$ cat config.mk
export PLATFORM = sky130hd
export DESIGN_NAME = karatsuba_mult_scheduler
export DESIGN_NICKNAME = d
export VERILOG_FILES = /design/src/rtl/karatsuba_mult_scheduler.sv
export SDC_FILE = /design/constraint.sdc
export NUM_CORES = 1
export LEC_CHECK = 0
export CORE_ASPECT_RATIO = 0.5
export CORE_MARGIN = 8
export CORE_UTILIZATION = 35
export CTS_BUF_LIST = sky130_fd_sc_hd__clkbuf_4
export CTS_CLUSTER_DIAMETER = 150
export DETAILED_ROUTE_END_ITERATION = 8
export PLACE_DENSITY_LB_ADDON = 0.05
export SYNTH_ARGS = -nofsm -noshare
export SYNTH_HDL_FRONTEND = slang
export SYNTH_SLANG_ARGS = --single-unit
$ cat constraint.sdc
create_clock -name clk -period 6.9 [get_ports clk]
set_input_delay 1.38 -clock clk [delete_from_list [all_inputs] [get_ports clk]]
set_output_delay 1.38 -clock clk [all_outputs]
set_load 0.02 [all_outputs]
$ cat src/rtl/karatsuba_mult_scheduler.sv
// Two-requester round-robin issue scheduler for a shared Karatsuba multiplier with an in-order result FIFO.
// Define KPM_SCHED_PERF_EN to add saturating issue/stall performance counters.
module karatsuba_mult_scheduler #(
    parameter int N = 4,
    parameter int D = 4
) (
    input  logic                   clk,
    input  logic                   rst,
    input  logic                   req0_valid,
    input  logic                   req1_valid,
    output logic                   req0_ready,
    output logic                   req1_ready,
    input  logic [D*N-1:0]         req0_a,
    input  logic [D*N-1:0]         req0_b,
    input  logic [D*N-1:0]         req1_a,
    input  logic [D*N-1:0]         req1_b,
    output logic [D*N-1:0]         mul_a,
    output logic [D*N-1:0]         mul_b,
    input  logic [(2*D-1)*N-1:0]   mul_p,
    output logic                   rsp_valid,
    input  logic                   rsp_ready,
    output logic                   rsp_id,
    output logic [(2*D-1)*N-1:0]   rsp_p
`ifdef KPM_SCHED_PERF_EN
    ,
    output logic [15:0]            perf_issue_cnt,
    output logic [15:0]            perf_stall_cnt
`endif
);

    localparam int LAT   = $clog2(D) - 1;
    localparam int DEPTH = LAT + 2;
    localparam int PTR_W = $clog2(DEPTH);
    localparam int CNT_W = $clog2(DEPTH + 1);
    localparam int PW    = (2*D-1)*N;

    typedef struct packed {
        logic valid;
        logic id;
    } tag_t;

    typedef struct packed {
        logic          id;
        logic [PW-1:0] p;
    } entry_t;

    tag_t             tags [LAT];
    entry_t           mem  [DEPTH];
    logic [PTR_W-1:0] wr_ptr, rd_ptr;
    logic [CNT_W-1:0] fifo_count;
    logic [CNT_W-1:0] credits_used;   // issued but not yet popped: pipeline plus FIFO
    logic             prio;
    logic             issue, grant_id, push, pop;

    function automatic logic [PTR_W-1:0] ptr_inc(input logic [PTR_W-1:0] p);
        return (p == PTR_W'(DEPTH-1)) ? '0 : p + 1'b1;
    endfunction

    // Readys are also held low while rst is asserted, since this path is purely combinational.
    always_comb begin
        // NOTE: every output gets a default first so no path can infer a latch.
        issue      = 1'b0;
        grant_id   = 1'b0;
        req0_ready = 1'b0;
        req1_ready = 1'b0;
        mul_a      = '0;
        mul_b      = '0;
        if (rst && credits_used < CNT_W'(DEPTH)) begin
            if (req0_valid && !(req1_valid && prio)) begin
                issue      = 1'b1;
                req0_ready = 1'b1;
                mul_a      = req0_a;
                mul_b      = req0_b;
            end else if (req1_valid) begin
                issue      = 1'b1;
                grant_id   = 1'b1;
                req1_ready = 1'b1;
                mul_a      = req1_a;
                mul_b      = req1_b;
            end
        end
    end

    assign push      = tags[LAT-1].valid;
    assign rsp_valid = (fifo_count != '0);
    assign pop       = rsp_valid && rsp_ready;
    assign rsp_id    = rsp_valid ? mem[rd_ptr].id : 1'b0;
    assign rsp_p     = rsp_valid ? mem[rd_ptr].p  : '0;

    // NOTE: state registers use non-blocking assignments so every flop samples pre-edge values.
    always_ff @(posedge clk or negedge rst) begin
        if (!rst) begin
            for (int i = 0; i < LAT; i++) tags[i] <= '0;
        end else begin
            tags[0] <= '{valid: issue, id: grant_id};
            for (int i = 1; i < LAT; i++) tags[i] <= tags[i-1];
        end
    end

    always_ff @(posedge clk or negedge rst) begin
        if (!rst) begin
            wr_ptr       <= '0;
            rd_ptr       <= '0;
            fifo_count   <= '0;
            credits_used <= '0;
            prio         <= 1'b0;
        end else begin
            if (push) wr_ptr <= ptr_inc(wr_ptr);
            if (pop)  rd_ptr <= ptr_inc(rd_ptr);
            case ({push, pop})
                2'b10:   fifo_count <= fifo_count + 1'b1;
                2'b01:   fifo_count <= fifo_count - 1'b1;
                default: fifo_count <= fifo_count;
            endcase
            case ({issue, pop})
                2'b10:   credits_used <= credits_used + 1'b1;
                2'b01:   credits_used <= credits_used - 1'b1;
                default: credits_used <= credits_used;
            endcase
            if (issue) prio <= ~prio;
        end
    end

    // NOTE: payload storage is not reset; the outputs are gated by rsp_valid instead.
    always_ff @(posedge clk) begin
        if (push) mem[wr_ptr] <= '{id: tags[LAT-1].id, p: mul_p};
    end

`ifdef KPM_SCHED_PERF_EN
    logic stall;
    assign stall = (req0_valid || req1_valid) && !issue;

    always_ff @(posedge clk or negedge rst) begin
        if (!rst) begin
            perf_issue_cnt <= '0;
            perf_stall_cnt <= '0;
        end else begin
            if (issue && perf_issue_cnt != 16'hFFFF) perf_issue_cnt <= perf_issue_cnt + 1'b1;
            if (stall && perf_stall_cnt != 16'hFFFF) perf_stall_cnt <= perf_stall_cnt + 1'b1;
        end
    end
`endif

endmodule

* After elaboration in Yosys (flattened, before gate mapping)
Memories as Yosys holds them, arrays and structs flattened.
Cells that the tools add are included.
** Cells by class
- Add/subtract/negate cells :: 6
- Multipliers :: 0
- Div/mod/pow operators :: 0
- Order comparisons :: 1
- Eq/ne operators :: 6
- Shifts and indexed selects :: 0
- Multiplexer cells :: 21
- Bitwise gates (word level) :: 1
- Reduce and logical (&&, ||, !) cells :: 8
** Operator list (count)
- 16-bit 2-to-1 mux :: 6
- 28-bit 2-to-1 mux :: 1
- 1-bit 2-to-1 mux :: 10
- 2-bit by 1-bit adder with 2-bit output, second input constant :: 4
- 2-bit equality test, second input constant :: 4
- 2-bit one-hot mux with 2 select lines :: 2
- 2-bit nonzero test :: 3
- 2-bit by 1-bit equality test with 1-bit output, second input constant :: 2
- 1-bit logical AND :: 4
- 2-bit 2-to-1 mux :: 2
- 2-bit by 1-bit subtractor with 2-bit output, second input constant :: 2
- 2-bit < comparator, second input constant :: 1
- 1-bit logical NOT :: 1
- 1-bit NOT :: 1
** Storage, ports and cells
- Register bits after elaboration :: 11
- Latch bits :: 0
- Bits in writable memories :: 87
- Bits in read-only memories :: 0
- Output and inout bits :: 64
- Logic and storage cells :: 51
- Memories :: 1
** Memory list
- mem :: depth 3, bits a word 29, rd ports 1, clocked after Yosys merged registers in 0, write ports 1, line 48 : entry_t mem [DEPTH];

* Longest topological paths before layout
- Word-level depth :: 7
- Gate-level depth with buffers :: 6
- Mapped depth without buffers :: 6

* Least setup slack after synthesis
OpenSTA, ideal clock, no wires.
- Kind :: input-to-output
- Start :: input rst
- End :: output mul_b[10]
- Arrival time :: 2252 ps
- Required time :: 5520 ps
- Path slack :: 3268 ps
- Stages on the path :: 5
- Cell sequence :: a21boi_2 and3_1 buf_6 buf_6 a22o_1
** Between the ends
- Word-level cells in the longest chain between the ends :: 2
** Ends and longest elaborated chain
- start: declaration :: line 8 : input logic rst,
- 1-bit logical AND :: line 68 : if (rst && credits_used < CNT_W'(DEPTH)) begin
- 16-bit 2-to-1 mux :: line 68
- end: declaration :: line 18 : output logic [D*N-1:0] mul_b,
Every way passes these cells.

* Final worst setup path
- Start :: input rst
- End :: output mul_a[14]
** Between the ends
- Word-level cells in the longest chain between the ends :: 2
** Ends and longest elaborated chain
- 1-bit logical AND :: line 68
- 16-bit 2-to-1 mux :: line 68
- end: declaration :: line 17 : output logic [D*N-1:0] mul_a,
Every way passes these cells.

==> impl_metrics.json <==
{
  "worstPathRequired_ns": 5.52,
  "crit_path_max_fanout": 33,
  "layout-drive-gt1-share_pct": 9.01,
  "p_per_area_mw_per_mm2": 367,
  "synth_seq_cells": 98,
  "cpMaxStageDelayCell": "clkdlybuf4s50_1",
  "drt-wirelength-per-cell_um": 18.8,
  "routabilityCongestion": 0.832,
  "totalWireLength_um": 11200,
  "synth.top_cells.by_area": "edfxtp_1, mux2i_1, a22o_1",
  "via_count_of_the_first_global_routing_pass": 3180,
  "grt_pass1_wl_um": 17100,
  "die_area_mm2": 0.0161,
  "core_area_mm2": 0.0118,
  "detailroute.via_count": 2816,
  "tritoncts_num_sinks": 98,
  "tightest_slew_ns": 1.03,
  "post-route-drc-count": 0,
  "critical_path.endpoint_type": "output port",
  "outcome": "complete, no violations",
  "first_pass_iters": 6,
  "report.final.setup_viol": 0,
  "io_pins": 161,
  "finalNetCount": 527,
  "rows": 28,
  "netlist.area_leader.share_pct": 61.7,
  "area.growth.synth_to_final_pct": 45.1,
  "cts_hold_buffers": 0,
  "syn-num-nets": 369,
  "final.fill_count": 1042,
  "cts_tree": "yes",
  "yosys.cell_types.count": 24,
  "synth_cells": 270,
  "cts-root-to-sink-buffers": 2,
  "crit_path_max_incr_delay_ns": 0.79,
  "ir_drop_v": 0.000129,
  "worst_slew_margin_rel_pct": 31.2,
  "final.setup_skew_ns": 0.0130,
  "port_buffers": 160,
  "chain_of_cells_forming_the_critical_path": "clkdlybuf4s50_1 > a21boi_2 > and3_1 > buf_4 > a22o_1 > clkdlybuf4s50_1",
  "synth_edf_count": 87,
  "ys_dominant_reg_cell": "edfxtp_1",
  "drv_slew": 0,
  "critPathTopFamily": "buffers and inverters",
  "cts.htree.levels": 3,
  "postCtsSetupBuffers": 0,
  "synth.cell_area_mm2": 0.00424,
  "yosysTopAreaCell": "edfxtp_1",
  "maximum_number_of_pins_on_one_net_before_global_route_repair": 34,
  "cts.clk_slew.worst_paths_ns": 0.14,
  "gr-total-overflow": 0,
  "post-route-min-period_ns": 5.19,
  "async_flop_share_pct": 11.2,
  "final.period_utilization_pct": 75.2,
  "ys_warn_count": 0,
  "layout_commonest_cell": "clkdlybuf4s50_1",
  "critical_path_buf_inv_count": 3,
  "critPathKind": "in -> out",
  "seq_area_frac_synth_pct": 68.2,
  "report.final.hold_viol_count": 0,
  "antenna_cells": 0,
  "finalSetupTns_ns": 0,
  "clk_latency_ns": 0.44,
  "cellLeakagePower_nw": 2.17,
  "grt_antenna_before_repair": 1,
  "die_width_um": 172,
  "final_standard_cell_count_with_taps_included_and_fillers_excluded": 598,
  "cts-buffers-inserted": 9,
  "clock-root-buffer": "clkbuf_4",
  "drt-vias-per-instance": 4.71,
  "placed_cells_incl_taps": 582,
  "min_path_type": "reg -> reg",
  "drt_iter0_markers": 76,
  "cpMostUsedCell": "clkdlybuf4s50_1",
  "grt_util_all_layers_pct": 14.0,
  "unrepaired_setup_endpoints_after_global_routing": "no",
  "fmax_ghz": 0.193,
  "dpl-instance-area_mm2": 0.00599,
  "drv_cap": 0,
  "cp-start-kind": "input port",
  "postLayoutCellArea_mm2": 0.00615,
  "most-common-layout-cells": "clkdlybuf4s50_1, edfxtp_1, a22o_1",
  "ant_nets": 0,
  "post_cts_resize_count": 0,
  "dp_hpwl_um": 7990,
  "die-height_um": 93.8,
  "critPathArrivalTime_ns": 3.81,
  "start_util_pct": 35.9,
  "synthesis.area_per_instance_um2": 15.7
}
worst paths after layout:
| check | startpoint | to | slack, ns | depth (start not counted) |
|---|---|---|---|---|
| worst max-delay path | rst | mul_a[14] | 1.71 | 6 |
| worst min-delay path | credits_used[1] | credits_used[1] | 0.51 | 1 |
| worst max register to register | push | mem[0][15] | 5.08 | 3 |
| worst min register to register | credits_used[1] | credits_used[1] | 0.51 | 1 |
| max in group asynchronous | rst | rd_ptr[1] | 5.27 | 1 |
| min in group asynchronous | rst | wr_ptr[0] | 1.26 | 1 |
report_power, final:
group | total (mW) | internal [mW] | switching, mW
Clock | 0.331 | 0.147 | 0.184
Combinational | 1.07 | 0.529 | 0.542
Sequential | 0.855 | 0.762 | 0.0930
Total | 2.26 | 1.44 | 0.819
state kept, by name (all words and copies together) (netlist names):
| name | count |
|---|---|
| mem | 87 |
| wr_ptr | 2 |
| rd_ptr | 2 |
| push | 1 |
| prio | 1 |
| fifo_count | 2 |
| credits_used | 2 |
| tags | 1 |
cells in the mapped netlist (2+ instances only):
cell       n
mux2i_1   29
and3_1     2
o21ai_0    3
nor3_1     2
a21o_1     3
nand2_1    3
buf_6      4
xnor2_1    5
clkbuf_1   3
inv_1      4
dfrtp_1   11
ha_1       2
buf_4      3
nor2_1    33
xor2_1     2
buf_2      9
mux2_1    16
edfxtp_1  87
mux2_2    13
a22o_1    32
stage by stage:
stage	power, mW	hold slack (ns)	util (%)	worst slack (ns)
5_1_grt	2.39	0.522	52.1	1.51
6_report	2.26	0.512	52.1	1.71
2_1_floorplan	1.47	0.438	-	3.27
4_1_cts	2.30	0.514	52.1	1.67
3_3_place_gp	1.95	0.484	50.7	1.72
3_5_place_dp	1.96	0.490	50.7	1.67
routing by layer:
metal	wire, um	track usage [%]	vias up	share of wire, %
li1	-	-	1340	-
met1	4360	14.4	1362	39
met2	5500	24.7	102	49
met3	1290	8.39	10	11
met4	80	2.37	2	0.71
met5	13	0	-	0.12
cell type report:
cell class	instances	area, um^2	area share [%]
clock buffer	9	67.6	1.10
timing repair buffer	166	1650	26.8
multi-input combinational	149	1230	20.0
clock inverter	7	92.6	1.51
inverter	4	15.0	0.244
sequential	98	2890	47.0
tap	165	206	3.36
cell families after synthesis:
| group | after synthesis | share of synthesized area (%) |
|---|---|---|
| adder cells (fa/ha/maj) | 2 | 0.591 |
| XOR/XNOR | 7 | 1.45 |
| buffers and inverters | 23 | 3.28 |
| flip-flops | 98 | 68.2 |
| multiplexers | 58 | 14.6 |
| AO/OA/AOI/OAI | 39 | 7.77 |
| AND/OR/NAND/NOR | 43 | 4.17 |
No activity file was read; power rests on OpenSTA's default activity.
